File: config.mk
export PLATFORM = sky130hd
export DESIGN_NAME = hs_output_stage
export DESIGN_NICKNAME = d
export VERILOG_FILES = /design/src/rtl/hs_output_stage.sv
export SDC_FILE = /design/constraint.sdc
export NUM_CORES = 1
export LEC_CHECK = 0
export ABC_AREA = 1
export ABC_CLOCK_PERIOD_IN_PS = 4050
export CORE_ASPECT_RATIO = 0.7
export CORE_UTILIZATION = 56
export DETAILED_ROUTE_END_ITERATION = 10
export GPL_TIMING_DRIVEN = 0
export PLACE_DENSITY_LB_ADDON = 0.12
export SLEW_MARGIN = 10
export SYNTH_ARGS = -nofsm -noshare
export SYNTH_HDL_FRONTEND = slang
export SYNTH_SLANG_ARGS = --single-unit
File: constraint.sdc
create_clock -name clk -period 4.05 [get_ports clk]
set_clock_uncertainty 0.1 [all_clocks]
set_input_delay 0.81 -clock clk [delete_from_list [all_inputs] [get_ports clk]]
set_output_delay 0.81 -clock clk [all_outputs]
set_load 0.005 [all_outputs]
File: src/rtl/hs_output_stage.sv
`default_nettype none
// ============================================================================
//  Module      : hs_output_stage
//  Description : Finishing stage for the hardswish segment. Pairs each raw
//                segment product with its original x (held in an alignment
//                queue), applies the clamp regions, rounds/saturates the
//                linear-region product down to the result format and buffers
//                results behind a valid/ready handshake.
//  Revision    : 1.0 - initial release
// ============================================================================
module hs_output_stage #(
    parameter int DATA_WIDTH = 21,
    parameter int FRAC_BITS  = 7,
    parameter int PROD_WIDTH = 88,
    parameter int PROD_SHIFT = 21,
    parameter int XQ_DEPTH   = 4,
    parameter int OQ_DEPTH   = 4
) (
    input  logic                         clk,
    input  logic                         rst,
    input  logic signed [DATA_WIDTH-1:0] x_in,
    input  logic                         x_en,
    input  logic signed [PROD_WIDTH-1:0] prod_in,
    input  logic                         prod_valid,
    output logic signed [DATA_WIDTH-1:0] out_data,
    output logic                         out_valid,
    input  logic                         out_ready,
    output logic                         xq_overflow,
    output logic                         xq_underflow,
    output logic                         oq_overflow,
    output logic                         busy
);

    // ------------------------------------------------------------------------
    // Derived widths and constants
    // ------------------------------------------------------------------------
    localparam int XA  = $clog2(XQ_DEPTH);
    localparam int XCW = XA + 1;
    localparam int OA  = $clog2(OQ_DEPTH);
    localparam int OCW = OA + 1;
    // One guard bit above the product so the rounding add can never wrap.
    localparam int RW  = PROD_WIDTH + 1;

    localparam logic [XCW-1:0] C_XQ_FULL = XCW'(XQ_DEPTH);
    localparam logic [OCW-1:0] C_OQ_FULL = OCW'(OQ_DEPTH);

    // +/-3.0 in the input format: region boundaries of hardswish.
    localparam logic signed [DATA_WIDTH-1:0] C_POS3 = DATA_WIDTH'(3 <<< FRAC_BITS);
    localparam logic signed [DATA_WIDTH-1:0] C_NEG3 = -C_POS3;

    // Half an LSB of the result scale, expressed at product scale.
    localparam logic signed [RW-1:0] C_HALF =
        {{(RW-PROD_SHIFT){1'b0}}, 1'b1, {(PROD_SHIFT-1){1'b0}}};

    // Saturation limits of the result, sign-extended to the rounding width.
    localparam logic signed [RW-1:0] C_SAT_MAX =
        {{(RW-DATA_WIDTH+1){1'b0}}, {(DATA_WIDTH-1){1'b1}}};
    localparam logic signed [RW-1:0] C_SAT_MIN =
        {{(RW-DATA_WIDTH+1){1'b1}}, {(DATA_WIDTH-1){1'b0}}};
    localparam logic signed [DATA_WIDTH-1:0] C_RES_MAX = {1'b0, {(DATA_WIDTH-1){1'b1}}};
    localparam logic signed [DATA_WIDTH-1:0] C_RES_MIN = {1'b1, {(DATA_WIDTH-1){1'b0}}};

    typedef enum logic [1:0] {
        RG_LIN = 2'd0,
        RG_NEG = 2'd1,
        RG_POS = 2'd2
    } region_t;

    // ------------------------------------------------------------------------
    // X alignment queue
    // ------------------------------------------------------------------------
    logic signed [DATA_WIDTH-1:0] r_xq_mem [XQ_DEPTH];
    logic        [XA-1:0]         r_xq_wr;
    logic        [XA-1:0]         r_xq_rd;
    logic        [XCW-1:0]        r_xq_count;

    logic                         w_xq_full;
    logic                         w_xq_empty;
    logic                         w_xq_pop;
    logic                         w_xq_push;
    logic signed [DATA_WIDTH-1:0] w_xq_head;

    assign w_xq_full  = (r_xq_count == C_XQ_FULL);
    assign w_xq_empty = (r_xq_count == '0);
    // A product only consumes an x that was already queued; no same-cycle bypass.
    assign w_xq_pop   = prod_valid & ~w_xq_empty;
    // A full queue still accepts a push when the head leaves in the same cycle.
    assign w_xq_push  = x_en & (~w_xq_full | w_xq_pop);
    assign w_xq_head  = r_xq_mem[r_xq_rd];

    // Queue storage: data only, occupancy is tracked by pointers/count.
    always_ff @(posedge clk) begin
        if (w_xq_push) begin
            r_xq_mem[r_xq_wr] <= x_in;
        end
    end

    // Queue pointers and occupancy; pointers wrap naturally (power-of-2 depth).
    always_ff @(posedge clk or negedge rst) begin
        if (!rst) begin
            r_xq_wr    <= '0;
            r_xq_rd    <= '0;
            r_xq_count <= '0;
        end else begin
            if (w_xq_push) begin
                r_xq_wr <= r_xq_wr + 1'b1;
            end
            if (w_xq_pop) begin
                r_xq_rd <= r_xq_rd + 1'b1;
            end
            case ({w_xq_push, w_xq_pop})
                2'b10:   r_xq_count <= r_xq_count + 1'b1;
                2'b01:   r_xq_count <= r_xq_count - 1'b1;
                default: r_xq_count <= r_xq_count;
            endcase
        end
    end

    // ------------------------------------------------------------------------
    // Stage A: region classification and round-half-up requantization
    // ------------------------------------------------------------------------
    region_t                      w_region;
    logic signed [RW-1:0]         w_prod_ext;
    logic signed [RW-1:0]         w_sum;
    logic signed [RW-1:0]         w_rnd;

    logic                         r_a_valid;
    region_t                      r_a_region;
    logic signed [DATA_WIDTH-1:0] r_a_x;
    logic signed [RW-1:0]         r_a_r;

    assign w_prod_ext = {prod_in[PROD_WIDTH-1], prod_in};
    assign w_sum      = w_prod_ext + C_HALF;
    assign w_rnd      = w_sum >>> PROD_SHIFT;

    // Classify the popped x into the hardswish clamp regions.
    always_comb begin
        w_region = RG_LIN;
        if (w_xq_head <= C_NEG3) begin
            w_region = RG_NEG;
        end else if (w_xq_head >= C_POS3) begin
            w_region = RG_POS;
        end
    end

    // Capture x, its region and the rounded product when a pair is formed.
    always_ff @(posedge clk or negedge rst) begin
        if (!rst) begin
            r_a_valid  <= 1'b0;
            r_a_region <= RG_LIN;
            r_a_x      <= '0;
            r_a_r      <= '0;
        end else begin
            r_a_valid <= w_xq_pop;
            if (w_xq_pop) begin
                r_a_region <= w_region;
                r_a_x      <= w_xq_head;
                r_a_r      <= w_rnd;
            end
        end
    end

    // ------------------------------------------------------------------------
    // Stage B: select the final result (pushed into the output FIFO)
    // ------------------------------------------------------------------------
    logic signed [DATA_WIDTH-1:0] w_lin_sat;
    logic signed [DATA_WIDTH-1:0] w_res;

    // Saturate the rounded linear-region value to the result range.
    always_comb begin
        w_lin_sat = r_a_r[DATA_WIDTH-1:0];
        if (r_a_r > C_SAT_MAX) begin
            w_lin_sat = C_RES_MAX;
        end else if (r_a_r < C_SAT_MIN) begin
            w_lin_sat = C_RES_MIN;
        end
    end

    // Region mux: below -3 the output is 0, above +3 it is x itself.
    always_comb begin
        w_res = w_lin_sat;
        case (r_a_region)
            RG_NEG:  w_res = '0;
            RG_POS:  w_res = r_a_x;
            default: w_res = w_lin_sat;
        endcase
    end

    // ------------------------------------------------------------------------
    // Output FIFO
    // ------------------------------------------------------------------------
    logic signed [DATA_WIDTH-1:0] r_oq_mem [OQ_DEPTH];
    logic        [OA-1:0]         r_oq_wr;
    logic        [OA-1:0]         r_oq_rd;
    logic        [OCW-1:0]        r_oq_count;

    logic                         w_oq_full;
    logic                         w_oq_pop;
    logic                         w_oq_push;

    assign out_valid = (r_oq_count != '0);
    assign out_data  = out_valid ? r_oq_mem[r_oq_rd] : '0;
    assign w_oq_full = (r_oq_count == C_OQ_FULL);
    assign w_oq_pop  = out_valid & out_ready;
    // The segment cannot stall, so a result with nowhere to go is dropped.
    assign w_oq_push = r_a_valid & (~w_oq_full | w_oq_pop);

    // FIFO storage: written only when a result is accepted.
    always_ff @(posedge clk) begin
        if (w_oq_push) begin
            r_oq_mem[r_oq_wr] <= w_res;
        end
    end

    // FIFO pointers and occupancy.
    always_ff @(posedge clk or negedge rst) begin
        if (!rst) begin
            r_oq_wr    <= '0;
            r_oq_rd    <= '0;
            r_oq_count <= '0;
        end else begin
            if (w_oq_push) begin
                r_oq_wr <= r_oq_wr + 1'b1;
            end
            if (w_oq_pop) begin
                r_oq_rd <= r_oq_rd + 1'b1;
            end
            case ({w_oq_push, w_oq_pop})
                2'b10:   r_oq_count <= r_oq_count + 1'b1;
                2'b01:   r_oq_count <= r_oq_count - 1'b1;
                default: r_oq_count <= r_oq_count;
            endcase
        end
    end

    // ------------------------------------------------------------------------
    // Sticky error flags and activity indication
    // ------------------------------------------------------------------------
    logic r_xq_overflow;
    logic r_xq_underflow;
    logic r_oq_overflow;

    // Flags latch on the first fault and clear only through reset.
    always_ff @(posedge clk or negedge rst) begin
        if (!rst) begin
            r_xq_overflow  <= 1'b0;
            r_xq_underflow <= 1'b0;
            r_oq_overflow  <= 1'b0;
        end else begin
            if (x_en && w_xq_full && !w_xq_pop) begin
                r_xq_overflow <= 1'b1;
            end
            if (prod_valid && w_xq_empty) begin
                r_xq_underflow <= 1'b1;
            end
            if (r_a_valid && w_oq_full && !w_oq_pop) begin
                r_oq_overflow <= 1'b1;
            end
        end
    end

    assign xq_overflow  = r_xq_overflow;
    assign xq_underflow = r_xq_underflow;
    assign oq_overflow  = r_oq_overflow;
    // Stage B is the combinational push of stage A's result, so stage A
    // valid covers both pipeline stages.
    assign busy         = (r_xq_count != '0) | r_a_valid | (r_oq_count != '0);

endmodule
`default_nettype wire

After elaboration in Yosys (flattened, before gate mapping)
Memory sizes are Yosys's and may differ from the RTL's.
Cells that the tools add are included.
W data, S select, Z words.
{"block": "op_classes", "add_sub_neg": 9, "n_lt_le_gt_ge": 4, "n_eq_ne": 8, "mux": 12, "bitwise": 11, "reduce_logical": 12}
{"cell": "$add A88 B22 Y89 const B", "n": 1}
{"cell": "$gt A68 B21 Y1 const B", "n": 1}
{"cell": "$lt A68 B21 Y1 const B", "n": 1}
{"cell": "$mux W21", "n": 3}
{"cell": "$pmux W21 S2", "n": 1}
{"cell": "$ge A21 B10 Y1 const B", "n": 1}
{"cell": "$le A21 B10 Y1 const B", "n": 1}
{"cell": "$pmux W3 S2", "n": 2}
{"cell": "$add A2 B1 Y2 const B", "n": 4}
{"cell": "$add A3 B1 Y3 const B", "n": 2}
{"cell": "$eq A2 B1 Y1 const B", "n": 3}
{"cell": "$eq A2 B2 Y1 const B", "n": 3}
{"cell": "$eq A3 B3 Y1 const B", "n": 2}
{"cell": "$reduce_bool A3 Y1", "n": 2}
{"cell": "$sub A3 B1 Y3 const B", "n": 2}
{"cell": "$logic_and A1 B1 Y1", "n": 5}
{"cell": "$and A1 B1 Y1", "n": 4}
{"cell": "$mux W1", "n": 4}
{"cell": "$mux W2", "n": 2}
{"cell": "$or A1 B1 Y1", "n": 4}
{"cell": "$reduce_bool A2 Y1", "n": 2}
{"cell": "$logic_not A3 Y1", "n": 1}
{"cell": "$not A1 Y1", "n": 3}
{"cell": "$logic_not A1 Y1", "n": 2}
{"block": "word_totals", "ff_bits": 109, "mem_bits_rw": 168, "inputBits": 114, "mem_count": 2}
{"memory": "r_oq_mem", "words": 4, "width": 21, "read_ports": 1, "rd_clocked_by_memory_dff": 0, "wr": 1, "line_no": "192", "rtl": "logic signed [DATA_WIDTH-1:0] r_oq_mem [OQ_DEPTH];"}
{"memory": "r_xq_mem", "words": 4, "width": 21, "read_ports": 1, "rd_clocked_by_memory_dff": 0, "wr": 1, "line_no": "72", "rtl": "logic signed [DATA_WIDTH-1:0] r_xq_mem [XQ_DEPTH];"}

Logic depth before layout (Yosys ltp)
{"block": "logic_depth", "depth_word": 7, "ltp_mapped": 14, "depth_no_buf": 12}

Least setup slack after synthesis
OpenSTA, ideal clock, no wires.
{"block": "synth_timing", "path_type": "input to register", "from": "input prod_valid", "to": "memory r_xq_mem[0][0] (enable)", "setup_ns": 0.399, "arrival_time_ns": 2.041, "t_required_ns": 3.551, "path_slack_ns": 1.511, "stages": 4, "path_buffers": 0, "cell_sequence": "inv_1 -> nand3_1 -> nand2_1 -> nor2_1"}
{"block": "synth_via", "elab_chain_len": 5}
{"element": "start: declaration", "line_no": "24", "rtl": "input logic prod_valid,"}
{"element": "$and A1 B1 Y1", "line_no": "86", "rtl": "assign w_xq_pop = prod_valid & ~w_xq_empty;"}
{"element": "$or A1 B1 Y1", "line_no": "88", "rtl": "assign w_xq_push = x_en & (~w_xq_full | w_xq_pop);"}
{"element": "$and A1 B1 Y1", "line_no": "88"}
{"element": "$mux W1", "line_no": "93", "rtl": "if (w_xq_push) begin"}
{"element": "$mux W1 (implied by the code)", "line_no": "94", "rtl": "r_xq_mem[r_xq_wr] <= x_in;"}
{"element": "end: declaration", "line_no": "72"}
No other way between the ends.

Worst setup path in the final report
{"block": "layout_timing", "from": "register r_oq_rd[0]", "to": "output out_data[16]"}
{"block": "layout_via", "elab_chain_len": 2}
{"element": "start: declaration", "line_no": "194", "rtl": "logic [OA-1:0] r_oq_rd;"}
{"element": "start signal: assignment", "line_no": "226", "rtl": "r_oq_rd <= r_oq_rd + 1'b1;"}
{"element": "$mem_v2 Z4 W21"}
{"element": "$mux W21", "line_no": "202", "rtl": "assign out_data = out_valid ? r_oq_mem[r_oq_rd] : '0;"}
{"element": "end: declaration", "line_no": "25", "rtl": "output logic signed [DATA_WIDTH-1:0] out_data,"}
No other way between the ends.

==> flow_metrics.env <==
export IMPL_cts_buffer_depth=3
export IMPL_diodes=0
export IMPL_ys_top_cells_by_count="550 x nand2_1, 234 x nor2_1, 168 x edfxtp_1, 123 x inv_1, 109 x dfrtp_1"
export IMPL_gp_congestion=1.01
export IMPL_ioPinCount=140
export IMPL_relSlewSlack_pct=51.1
export IMPL_antenna_found_initial=1
export IMPL_portBuffers=119
export IMPL_p_int_mw=6.97
export IMPL_grt_remaining_overflow=0
export IMPL_synth_cells=1655
export IMPL_power_frac_comb_pct=38.2
export IMPL_path_clk_slew_ns=0.06
export IMPL_cts_buffers_inserted=25
export IMPL_critPathLaunchType="flop"
export IMPL_wl_per_cell_um=19.3
export IMPL_synth_flop_cell="edfxtp_1"
export IMPL_cts_setup_buffers=0
export IMPL_grt_pass1_wl_um=63000
export IMPL_netSwitchingFraction_pct=38.1
export IMPL_clockPowerShare_pct=21.3
export IMPL_cts_hold_buf=0
export IMPL_drtIter0Drc=1291
export IMPL_drtPass1Iterations=5
export IMPL_p_leak_nw=6.79
export IMPL_outcome="completed"
export IMPL_synth_top_cell_area_share_pct=36.2
export IMPL_netlist_area_um2=13900
export IMPL_grt_max_degree=57
export IMPL_min_period_ns=3.66
export IMPL_vias=12100
export IMPL_cp_startpoint="r_oq_rd[0]$_DFFE_PN0P_"
export IMPL_via_per_inst=5.63
export IMPL_reg2reg_slack_ns=1.35
export IMPL_max_stage_delay_ns=0.54
export IMPL_worstPathCellList="clkbuf_1 -> clkbuf_1 -> nor2_1 -> nor2_1 -> o21ai_0 -> a21oi_1 -> clkdlybuf4s50_1"
export IMPL_fin_cells=2147
export IMPL_htree_num_levels=1
export IMPL_start_util_pct=58.1
export IMPL_fmax_mhz=273
export IMPL_grt_util_met2_pct=43.8
export IMPL_dieArea_um2=25500
export IMPL_p_seq_share_pct=40.5
export IMPL_worstPathRequired_ns=3.14
export IMPL_routed_wl_um=41400
export IMPL_synth_avg_cell_area_um2=8.42
export IMPL_crit_fanout=10
export IMPL_cts_tree="done"
export IMPL_drive_gt1_share_pct=6.40
export IMPL_synthArstFlopShare_pct=39.4
export IMPL_timing_max_cap_violations=0
export IMPL_timing_final_crit_share_pct=90.3
export IMPL_min_path_type="in -> async"
export IMPL_row_count=47
export IMPL_dp_cells=2101
export IMPL_synthesis_nets=1783
export IMPL_worstReg2RegStart="r_xq_count[0]$_DFFE_PN0P_"
export IMPL_busiest_layer="met1"
export IMPL_area_growth_pct=18.6
export IMPL_cts_sinks=277
export IMPL_rsz0062_at_grt="no"
export IMPL_cts_resized=0
export IMPL_synth_most_common_cell="nand2_1"
export IMPL_synth_edf_count=168
export IMPL_max_vdd_ir_drop_uv=553
export IMPL_power_density_nw_per_um2=682
export IMPL_setup_slack_ns=0.391
export IMPL_finalMaxSlewViolations=0
export IMPL_slowest_stage="clkdlybuf4s50_1"
export IMPL_seq_area_frac_synth_pct=55.8
export IMPL_dp_final_hpwl_um=32700
export IMPL_preCtsSetupSlack_ns=0.729
export IMPL_core_um2=24000
export IMPL_cp_arrival_ns=2.75
export IMPL_path_class="reg -> out"
export IMPL_die_w_um=191
export IMPL_final_setup_viol_count=0
export IMPL_yosys_area_top_type="edfxtp_1"
export IMPL_finalHoldViolations=0
export IMPL_first_global_vias=11000
export IMPL_end_kind="output port"
export IMPL_timing_setup_tns_ns=0
export IMPL_track_usage_pct=33.2
export IMPL_die_y_um=134
export IMPL_yosys_register_bits=277
export IMPL_layout_nets=1938
export IMPL_synth_area_leaders="edfxtp_1 36%, dfrtp_1 20%, nand2_1 15%"
export IMPL_use_met3_pct=11.7
export IMPL_worstMarginPinSlew_ns=0.732
export IMPL_postRouteAntennaNets=0
export IMPL_yosysWarningCount=0
export IMPL_ys_types=35
export IMPL_cts_root_buf="clkbuf_16"
export IMPL_drcViolationCount=0
export IMPL_p_sw_mw=4.29
export IMPL_worstSkewPairLatency_ns=0.54
export IMPL_met1_usage_pct=53.1
==> metal layers <==
layer	wire length [um]	part of all wire (%)	up-vias
met1	18900	46	5702
met2	16000	39	622
met3	6110	15	37
li1	-	-	5727
met4	405	0.98	0
met5	0	0	-
==> placed cells by master, fill, tap and decap left out, types with 2 or more instances in the layout <==
master             n
xor2_1            26
buf_2             20
a31oi_1           10
buf_8              7
nor2_2            19
inv_2              8
dfrtp_1          109
bufinv_16          3
buf_4              2
buf_1              6
edfxtp_1         168
or2_0              2
clkinvlp_2         2
o21ai_0           74
nor3_1            29
nor2_1           226
or2_2              3
nand2_1          550
nor4_1             4
nor3_2             6
clkinv_2           5
nand4_1           36
clkdlybuf4s50_1  118
fa_1               2
nand3b_1           3
clkinv_1           4
xnor2_1           12
buf_6              2
a21oi_1           28
o21bai_1           3
nand3_1          104
nand3_2            4
o21ai_1           31
inv_1            123
clkbuf_16         25
clkinvlp_4         2
nor2_4             3
clkbuf_1          29
ha_1              12
==> critical path: cells and delay by family, from the launching register on <==
kind / cells / cell delay [ns]
flops: 1 / 0.32
simple gates: 2 / 0.22
compound gates: 2 / 0.32
buf+inv: 3 / 1.35
==> flip-flops by register name, indices dropped and copies added (netlist names), 2 cells and up <==
register / count
r_xq_count: 3
r_xq_mem: 84
r_oq_wr: 2
r_a_r: 68
r_xq_wr: 2
r_a_region: 2
r_a_x: 21
r_oq_count: 3
r_oq_mem: 84
r_xq_rd: 2
r_oq_rd: 2
==> stage by stage <==
stage	util [%]	cell area, um2	power (mW)	hold slack [ns]
floorplan	-	13900	6.96	0.342
global placement	64.7	15500	8.61	0.356
detailed placement	65.4	15700	8.81	0.369
CTS	68.8	16500	11.2	0.133
global route	68.8	16500	12.0	0.166
finish	68.8	16500	11.3	0.118
==> worst paths after layout <==
path                                        endpoint  cells after the start
max                                     out_data[16]                      7
min                           r_oq_rd[1]$_DFFE_PN0P_                      1
max reg2reg                r_xq_count[2]$_DFFE_PN0P_                     11
min reg2reg                    r_a_r[18]$_DFFE_PN0P_                      2
max in group asynchronous       r_a_r[7]$_DFFE_PN0P_                      2
min in group clk               r_a_r[18]$_DFFE_PN0P_                      2
==> logic make-up (layout without fill, tap and decap cells) <==
logic type      Yosys count  in the layout  synth area share, %
simple gates            992            992                 29.7
compound gates          148            148                 5.50
buf+inv                 186            360                 5.25
xor+xnor                 38             38                 2.39
fa+ha+maj                14             14                 1.37
flops                   277            277                 55.8
==> cell type report <==
cell class / count / area, um2
sequential: 277 / 7770
fill: 1894 / 7480
multi-input combinational: 1192 / 5450
timing repair buffer: 128 / 1340
clock buffer: 28 / 647
inverter: 131 / 492
tap: 318 / 398
buffer: 55 / 239
clock inverter: 18 / 184
==> power groups by stage <==
stage          Clock, mW  Sequential, mW  Combinational, mW
2_1_floorplan          0            4.47               2.49
3_3_place_gp           0            4.58               4.02
3_5_place_dp           0            4.59               4.22
4_1_cts             2.41            4.55               4.26
5_1_grt             2.52            4.64               4.80
6_report            2.40            4.56               4.30
Note: power is estimated with default switching activity, not from simulation.
